### src/rtl/mc_ramp.sv
// mc_ramp: slews two 5-bit motor codes toward their targets one magnitude step per ramp tick.
// Optional obstacle limiting of forward speed is compiled in with `define MC_OBSTACLE_LIMIT_EN.
module mc_ramp #(
    parameter int unsigned STEP_TICKS = 1_000_000,
    parameter logic [7:0]  SLOW_DIST  = 8'd60,
    parameter logic [7:0]  STOP_DIST  = 8'd20,
    parameter logic [3:0]  SLOW_CAP   = 4'd6
) (
    input  logic       CLK,
    input  logic       RESET_N,
    input  logic [4:0] DESIRED_MC1,
    input  logic [4:0] DESIRED_MC2,
    input  logic [7:0] DISTANCE1,
    input  logic [7:0] DISTANCE2,
    output logic [4:0] OUT_MC1,
    output logic [4:0] OUT_MC2,
    output logic       SETTLED
);

    localparam int unsigned   CW   = (STEP_TICKS > 1) ? $clog2(STEP_TICKS) : 1;
    localparam logic [CW-1:0] LAST = CW'(STEP_TICKS - 1);
    localparam logic [4:0]    FWD_ZERO = 5'h10;

    typedef enum logic [1:0] {HOLD, ACCEL, DECEL, FLIP} ramp_mode_t;

    logic [4:0]    r_des1, r_des2;
    logic [4:0]    r_out1, r_out2;
    logic          r_settled;
    logic [CW-1:0] r_cnt;

    logic          w_tick;
    logic          w_stop, w_slow;
    logic [4:0]    w_eff1, w_eff2;
    logic [4:0]    w_next1, w_next2;
    logic          w_estop1, w_estop2;

    function automatic logic [4:0] f_eff(input logic [4:0] des, input logic stop,
                                         input logic slow);
        logic [4:0] eff;
        eff = des;
        if (des[4] && stop)
            eff = FWD_ZERO;
        else if (des[4] && slow && (des[3:0] > SLOW_CAP))
            eff = {1'b1, SLOW_CAP};
        return eff;
    endfunction

    function automatic logic [4:0] f_next(input logic [4:0] cur, input logic [4:0] eff,
                                          input logic tick, input logic estop);
        ramp_mode_t mode;
        logic [4:0] nxt;
        nxt = cur;
        if (cur == eff)
            mode = HOLD;
        else if (cur[4] != eff[4])
            mode = FLIP;
        else if (cur[3:0] < eff[3:0])
            mode = ACCEL;
        else
            mode = DECEL;
        // Emergency stop bypasses the ramp; otherwise move only on a tick.
        if (estop) begin
            nxt = FWD_ZERO;
        end else if (tick) begin
            case (mode)
                ACCEL:   nxt[3:0] = cur[3:0] + 4'd1;
                DECEL:   nxt[3:0] = cur[3:0] - 4'd1;
                FLIP: begin
                    if (cur[3:0] != 4'd0)
                        nxt[3:0] = cur[3:0] - 4'd1;
                    else
                        nxt[4] = eff[4];
                end
                default: nxt = cur;
            endcase
        end
        return nxt;
    endfunction

`ifdef MC_OBSTACLE_LIMIT_EN
    logic [7:0] r_dist1, r_dist2;
    logic [7:0] w_dmin;
    logic       w_dvalid;

    always_ff @(posedge CLK or negedge RESET_N) begin
        if (!RESET_N) begin
            r_dist1 <= '0;
            r_dist2 <= '0;
        end else begin
            r_dist1 <= DISTANCE1;
            r_dist2 <= DISTANCE2;
        end
    end

    // A zero distance means no echo, so it never takes part in the minimum.
    always_comb begin
        w_dvalid = (r_dist1 != '0) || (r_dist2 != '0);
        if (r_dist1 == '0)
            w_dmin = r_dist2;
        else if (r_dist2 == '0)
            w_dmin = r_dist1;
        else
            w_dmin = (r_dist1 < r_dist2) ? r_dist1 : r_dist2;
        w_stop = w_dvalid && (w_dmin < STOP_DIST);
        w_slow = w_dvalid && !w_stop && (w_dmin < SLOW_DIST);
    end
`else
    logic w_unused_dist;
    assign w_unused_dist = ^{DISTANCE1, DISTANCE2};
    assign w_stop = 1'b0;
    assign w_slow = 1'b0;
`endif

    assign w_tick = (r_cnt == LAST);

    always_comb begin
        w_eff1   = f_eff(r_des1, w_stop, w_slow);
        w_eff2   = f_eff(r_des2, w_stop, w_slow);
        w_estop1 = w_stop && w_eff1[4] && r_out1[4];
        w_estop2 = w_stop && w_eff2[4] && r_out2[4];
        w_next1  = f_next(r_out1, w_eff1, w_tick, w_estop1);
        w_next2  = f_next(r_out2, w_eff2, w_tick, w_estop2);
    end

    always_ff @(posedge CLK or negedge RESET_N) begin
        if (!RESET_N) begin
            r_des1    <= FWD_ZERO;
            r_des2    <= FWD_ZERO;
            r_out1    <= FWD_ZERO;
            r_out2    <= FWD_ZERO;
            r_settled <= 1'b1;
            r_cnt     <= '0;
        end else begin
            r_des1    <= DESIRED_MC1;
            r_des2    <= DESIRED_MC2;
            r_out1    <= w_next1;
            r_out2    <= w_next2;
            r_settled <= (r_out1 == w_eff1) && (r_out2 == w_eff2);
            r_cnt     <= w_tick ? '0 : r_cnt + 1'b1;
        end
    end

    assign OUT_MC1 = r_out1;
    assign OUT_MC2 = r_out2;
    assign SETTLED = r_settled;

endmodule
### config.mk
export PLATFORM = sky130hd
export DESIGN_NAME = mc_ramp
export DESIGN_NICKNAME = d
export VERILOG_FILES = /design/src/rtl/mc_ramp.sv
export SDC_FILE = /design/constraint.sdc
export NUM_CORES = 1
export LEC_CHECK = 0
export ABC_AREA = 1
export CORE_MARGIN = 5
export CORE_UTILIZATION = 31
export CTS_BUF_LIST = sky130_fd_sc_hd__clkbuf_2 sky130_fd_sc_hd__clkbuf_4 sky130_fd_sc_hd__clkbuf_8
export CTS_CLUSTER_DIAMETER = 100
export DETAILED_ROUTE_END_ITERATION = 8
export PLACE_DENSITY = 0.55
export SKIP_LAST_GASP = 1
export SLEW_MARGIN = 30
export SYNTH_ARGS = -nofsm -noshare
export SYNTH_HDL_FRONTEND = slang
export SYNTH_SLANG_ARGS = --single-unit
### constraint.sdc
create_clock -name CLK -period 2.5 [get_ports CLK]
set_input_delay 0.25 -clock CLK [delete_from_list [all_inputs] [get_ports CLK]]
set_output_delay 0.25 -clock CLK [all_outputs]
set_load 0.02 [all_outputs]
==> metrics, run 1 <==
Avg Cell Area, Syn=8.17 sq um; outcome=completed; clock buffer depth=2; drt wl/cell=between 10 and 15 um; P_sw=between 0.2 and 0.3 mW; Max Fanout on Critical Path=5; die width=96.6 um; clk_lat worst skew=around 0.29 ns; sw frac=20.9%; CTS HTree Levels=2; CP cell instances=ha_1 > nand2_1 > nor2_1 > nand3_1 > nand2_1 > inv_1 > ha_1 > a21oi_1 > nand2_1 > nand3_1 > nand3_1 > nand2_1 > nand2_1; CTS tree=built; dpl hpwl=between 3000 and 4000 um; Port-buffer cells=22; Fin. Hold Viols=0; Buf+Inv Stages, Crit Path=1; Tmin final=between 2 and 2.5 ns; delay-heaviest family, CP=simple AND/OR/NAND/NOR gates; num ports=39; Final nets=around 360; period utilisation layout=91.2%; Internal=1.04 mW; initial antenna violation count=0; first-pass GRT wire length=8070 um; die area=9340 sq um; FMAX=approximately 440 MHz; Worst EP arrival=2.47 ns; LEAKAGE=1.48 nW; initial drt markers=76; register area share after synthesis=44.4%; share of layout cells above drive strength 1=13.4%; Comb power frac=under 10%; Slew headroom=65.0%; synth unique cells=28; Req. time, crit path=2.68 ns; total core area=about 7300 sq um; CP peak stage delay=approximately 0.43 ns; Hold WS=0.353 ns; slowest CP cell=dfrtp_1; measured slew at the worst slew-check pin=0.526 ns; diodes inserted=0; max capacitance violation total=0; # setup viols final=0; cells after synthesis=285; Final Max Slew Viols=0; commonest non-fill, non-tap cell in the layout=nand2_1; # rows=31; Setup TNS Final=0 ns; vias=1,792; sequential power share=51.5%; Die Height=96.6 um; pin count of the biggest net entering global routing=42; most frequent cells in the layout=68 x nand2_1, 55 x inv_1, 35 x dfrtp_1; Hold Crit Class=in -> reg; First-pass DRT Iterations=4; PwrDens=463 nW/um^2; vias in the first global route=between 1,500 and 2,000; CP startpoint kind=register; remaining global-route overflow=0; Routed Wire Length=4460 um; Tot GR Track Use=10.4%; global placement routability congestion=around 0.82; DR vias/cell=4.28; post-route ant nets=0; worst vdd ir=0.293 mV; CTS buffer count=5; Post-Syn Area=2330 sq um; Synth-to-Final Area Change=21.6%; Critical Path Most Common Cell=nand2_1; syn_nets=328; Clock Skew=0.00777 ns; Clk pin slew, worst setup/hold paths=0.08 ns; crit end category=register; YS warnings=0; CTS root buf=clkbuf_8; DR DRC count=0; critical path class=reg -> reg; Initial Utilization=between 30% and 40%; register bit total from synthesis=between 40 and 50; # clock sinks=41; Clock power frac=43.6%; RSZ-0062 raised after global routing=no
[kinds of logic after synthesis]
logic type | synth area share (%)
buffers and inverters | 9.68
AO/OA/AOI/OAI | 4.52
adder cells (fa/ha/maj) | 8.71
XOR/XNOR | 3.39
flip-flops | 44.4
AND/OR/NAND/NOR | 29.4
[path summary, 6_finish.rpt]
| check | start | cells after the start | end | slack, ns |
|---|---|---|---|---|
| hold reg to reg | r_cnt[0]$_DFF_PN0_ | 1 | r_cnt[0]$_DFF_PN0_ | 0.47 |
| setup / recovery | OUT_MC1[3]$_DFFE_PN0P_ | 13 | OUT_MC1[3]$_DFFE_PN0P_ | 0.22 |
| setup reg to reg | OUT_MC1[3]$_DFFE_PN0P_ | 13 | OUT_MC1[3]$_DFFE_PN0P_ | 0.22 |
| max in group asynchronous | RESET_N | 2 | OUT_MC2[3]$_DFFE_PN0P_ | 1.63 |
| hold / removal | DESIRED_MC2[4] | 1 | r_des2[4]$_DFF_PN1_ | 0.35 |
| min in group asynchronous | RESET_N | 2 | r_cnt[5]$_DFF_PN0_ | 0.47 |
[flip-flops by register name (all words and copies together), names as in the netlist]
register,count
r_cnt,20
OUT_MC2,5
OUT_MC1,5
SETTLED,1
r_des1,5
r_des2,5
[power groups by stage]
stage	Combinational (mW)	Clock [mW]	Sequential, mW
finish	0.0651	0.571	0.675
global route	0.0775	0.630	0.676
CTS	0.0662	0.597	0.675
detailed placement	0.0657	0	0.688
global placement	0.0638	0	0.688
floorplan	0.0294	0	0.688
[through the flow]
stage	setup WS, ns	power [mW]	instance area, sq um	util [%]	instances
after floorplan	0.325	0.717	2330	-	285
after global placement	0.281	0.752	2700	37.0	410
after detailed placement	0.229	0.754	2700	37.0	410
after CTS	0.191	1.34	2820	38.6	418
after global routing	0.000601	1.38	2830	38.8	419
final	0.219	1.31	2830	38.8	419
[final cells by class]
type                       count  area, sq um
sequential                    41         1030
timing repair buffer          27          258
tap                           99          124
inverter                      60          225
clock buffer                   7         90.1
fill                         786         4460
multi-input combinational    184         1070
clock inverter                 1         30.0
[worst register-to-register path: cells and delay by family, from the launching register on]
family	cells	cell delay, ns
flops	1	0.43
simple gates	9	0.84
fa+ha+maj	2	0.65
buf+inv	1	0.09
compound gates	1	0.16
[cells in the mapped netlist (all sizes together)]
cell | n | area share (%)
a211oi | 1 | 0.32
a21o | 1 | 0.32
a21oi | 6 | 1.3
dfrtp | 36 | 39
dfstp | 5 | 5.6
fa | 2 | 1.7
ha | 13 | 7.0
inv | 60 | 9.7
nand2 | 70 | 12
nand3 | 22 | 5.5
nand4 | 6 | 2.3
nor2 | 40 | 8.7
nor3 | 3 | 0.86
o211ai | 3 | 0.97
o21ai | 6 | 1.6
or2 | 2 | 0.54
xnor2 | 2 | 0.75
xor2 | 7 | 2.6
[routing by layer]
metal  up-vias  wire length (um)  track usage [%]
li1        943                 -                -
met5         -                 0                0
met4         0                63             3.24
met3         6               153             3.02
met1       821              2260             13.0
met2        22              1980             17.4
[repair_timing]
item	CTS	global route
endpoints found under the hold margin	0	36
hold buffers	0	1
buffers inserted	0	0
setup endpoints to repair	0	1
gates resized for setup	0	1
Note: power is estimated with default switching activity, not from simulation.
==> inputs of run 2 (changes only) <==
--- a/config.mk
+++ b/config.mk
@@ -6,11 +6,13 @@
 export NUM_CORES = 1
 export LEC_CHECK = 0
 export ABC_AREA = 1
+export CAP_MARGIN = 10
 export CORE_MARGIN = 5
 export CORE_UTILIZATION = 31
 export CTS_BUF_LIST = sky130_fd_sc_hd__clkbuf_2 sky130_fd_sc_hd__clkbuf_4 sky130_fd_sc_hd__clkbuf_8
 export CTS_CLUSTER_DIAMETER = 100
 export DETAILED_ROUTE_END_ITERATION = 8
+export HOLD_SLACK_MARGIN = 0.08
 export PLACE_DENSITY = 0.55
 export SKIP_LAST_GASP = 1
 export SLEW_MARGIN = 30
==> results of run 2 <==
Same layout as run 1: the final DEF is identical, and so are final timing and power.
==> inputs of run 3 (changes only) <==
--- a/config.mk
+++ b/config.mk
@@ -7,7 +7,6 @@
 export LEC_CHECK = 0
 export ABC_AREA = 1
 export CAP_MARGIN = 10
-export CORE_MARGIN = 5
 export CORE_UTILIZATION = 31
 export CTS_BUF_LIST = sky130_fd_sc_hd__clkbuf_2 sky130_fd_sc_hd__clkbuf_4 sky130_fd_sc_hd__clkbuf_8
 export CTS_CLUSTER_DIAMETER = 100
==> metrics, run 3 (same netlist as run 1, synthesis figures left out) <==
HP Start=DESIRED_MC1[4]; FMAX=437 MHz (-0.40%); Fin. Hold Viols=0 (unchanged); R2R Path Start=OUT_MC2[3]$_DFFE_PN0P_; Initial Utilization=32.1% (+0.17 points); Routed Wire Length=4320 um (-3.1%); RR Endpoint=OUT_MC2[3]$_DFFE_PN0P_; RSZ-0062 raised after global routing=no; Req. time, crit path=2.69 ns (about the same); # clock sinks=41 (unchanged); Die Height=88.6 um (-8.3%); CTS buffer count=5 (unchanged); Tmin final=2.29 ns (+0.00914 ns); most frequent cells in the layout=68 x nand2_1, 55 x inv_1, 36 x dfrtp_1; Largest Register=r_cnt; Max Fanout on Critical Path=5 (unchanged); slowest CP cell=dfrtp_1; Slew headroom=64.2% (-0.74 points); # setup viols final=0 (unchanged); period utilisation layout=91.6% (+0.37 points); Final Max Slew Viols=0 (unchanged); LEAKAGE=1.47 nW (-1.1%); critical path class=reg -> reg; remaining global-route overflow=0 (unchanged); commonest non-fill, non-tap cell in the layout=nand2_1; DR DRC count=0 (unchanged); drt wl/cell=10.3 um (-3.1%); Setup TNS Final=0 ns (unchanged); Worst Reg-to-Reg Cells=13 (unchanged); Critical Path Most Common Cell=nand2_1; initial antenna violation count=0 (unchanged); crit end category=register; outcome=completed; total core area=7250 sq um (-0.53%); first-pass GRT wire length=7450 um (-7.8%); Clock Skew=0.00626 ns (-0.00151 ns); share of layout cells above drive strength 1=13.1% (-0.31 points); clock buffer depth=2 (unchanged); Tot GR Track Use=12.5% (+2.1 points); CTS tree=built; max capacitance violation total=0 (unchanged); CP peak stage delay=0.44 ns (about the same); CTS root buf=clkbuf_8; hold path cells=1 (unchanged); post-route ant nets=0 (unchanged); measured slew at the worst slew-check pin=0.537 ns (+0.0110 ns); P_sw=0.277 mW (+0.98%); max FFs per register=20 (unchanged); Clk pin slew, worst setup/hold paths=0.08 ns (about the same); die area=7860 sq um (-16%); global placement routability congestion=0.777 (-5.7%); Final nets=362 (unchanged); die width=88.6 um (-8.3%); PwrDens=419 nW/um^2 (-9.7%); worst vdd ir=0.276 mV (-5.8%); sw frac=23.7% (+2.8 points); Post-Place Setup Slack=0.230 ns (+0.000742 ns); Internal=0.893 mW (-14%); # rows=31 (unchanged); num ports=39 (unchanged); Worst EP arrival=2.48 ns (about the same); First-pass DRT Iterations=4 (unchanged); DR vias/cell=4.29 (+0.33%); vias in the first global route=1,721 (-3.4%); sequential power share=57.7% (+6.2 points); vias=1,798 (+0.33%); CP startpoint kind=register; initial drt markers=79 (+3.9%); Hold EP=r_des1[4]$_DFF_PN1_; diodes inserted=0 (unchanged); pin count of the biggest net entering global routing=42 (unchanged); CP cell instances=ha_1 > nand2_1 > nor2_1 > nand3_1 > nand2_1 > inv_1 > ha_1 > a21oi_1 > nand2_1 > nand3_1 > nand3_1 > nand2_1 > nand2_1; Port-buffer cells=22 (unchanged); worst setup margin=0.210 ns (-0.00914 ns); Clock power frac=36.8% (-6.8 points); internal reg-to-reg setup slack=0.21 ns (about the same); CTS HTree Levels=2 (unchanged); dpl hpwl=3210 um (-5.5%); clk_lat worst skew=0.29 ns (about the same); Hold Crit Class=in -> reg; Comb power frac=5.5% (+0.5 points); Synth-to-Final Area Change=20.1%
-- run 3: changes by cell type in the layout (fill, tap and decap cells not counted), sizes merged --
cell / before / now
bufinv: 1 / 0
clkbuf: 7 / 5
clkinv: 0 / 2
clkinvlp: 0 / 1
-- run 3: layer usage --
layer	global-route usage [%]	vias up	part of all wire, %
met5	0	-	0
met4	5.72	0	0.97
met3	2.99	4	3.6
met2	20.6	28	48
met1	15.6	826	48
li1	-	940	-
-- run 3: worst max-delay path: cells and delay by family, from the launching register on --
kind	cells	cell delay [ns]
and+or+nand+nor	9	0.88
DFF	1	0.44
AOI/OAI and AO/OA	1	0.15
buffers and inverters	1	0.08
adders and majority gates	2	0.64
-- run 3: how the worst max path moves through the flow --
stage	start	endpoint	slack, ns	depth (start not counted)
6_report	OUT_MC2[3]$_DFFE_PN0P_	OUT_MC2[3]$_DFFE_PN0P_	0.21	13
5_1_grt	OUT_MC1[3]$_DFFE_PN0P_	OUT_MC1[3]$_DFFE_PN0P_	0.003	13
4_1_cts	OUT_MC2[3]$_DFFE_PN0P_	OUT_MC2[3]$_DFFE_PN0P_	0.20	13
3_5_place_dp	OUT_MC1[3]$_DFFE_PN0P_	OUT_MC1[3]$_DFFE_PN0P_	0.23	13
3_3_place_gp	OUT_MC2[1]$_DFFE_PN0P_	OUT_MC2[3]$_DFFE_PN0P_	0.27	13
2_1_floorplan	OUT_MC1[0]$_DFFE_PN0P_	OUT_MC1[3]$_DFFE_PN0P_	0.32	14
-- run 3: power by group through the flow --
| stage | Combinational [mW] | Sequential (mW) | Clock [mW] |
|---|---|---|---|
| after CTS | 0.0654 | 0.675 | 0.454 |
| after global placement | 0.0638 | 0.688 | 0 |
| after global routing | 0.0757 | 0.676 | 0.476 |
| after detailed placement | 0.0655 | 0.688 | 0 |
| final | 0.0647 | 0.675 | 0.430 |
| after floorplan | 0.0294 | 0.688 | 0 |
-- run 3: through the flow --
stage	util (%)	hold WS (ns)	power (mW)	cells	cell area, sq um
detailed placement	37.2	0.461	0.754	410	2700
finish	38.5	0.353	1.17	419	2800
global route	38.5	0.330	1.23	419	2800
floorplan	-	-0.0456	0.717	285	2330
CTS	38.4	0.133	1.19	418	2780
global placement	37.2	0.453	0.752	410	2700
-- run 3: what timing repair did --
action,in CTS,in global routing
setup buffers,0,0
resized for setup,0,0
hold buffers,0,1
endpoints found under the hold margin,0,36
setup endpoints to repair,0,0
-- run 3: area by class of cell --
cell class | count | area, sq um
Tap cell | 99 | 124
Timing Repair Buffer | 27 | 258
Clock inverter | 3 | 17.5
Sequential cell | 41 | 1030
Multi-Input combinational cell | 184 | 1070
Fill cell | 752 | 4460
Inverter | 60 | 225
Clock buffer | 5 | 68.8
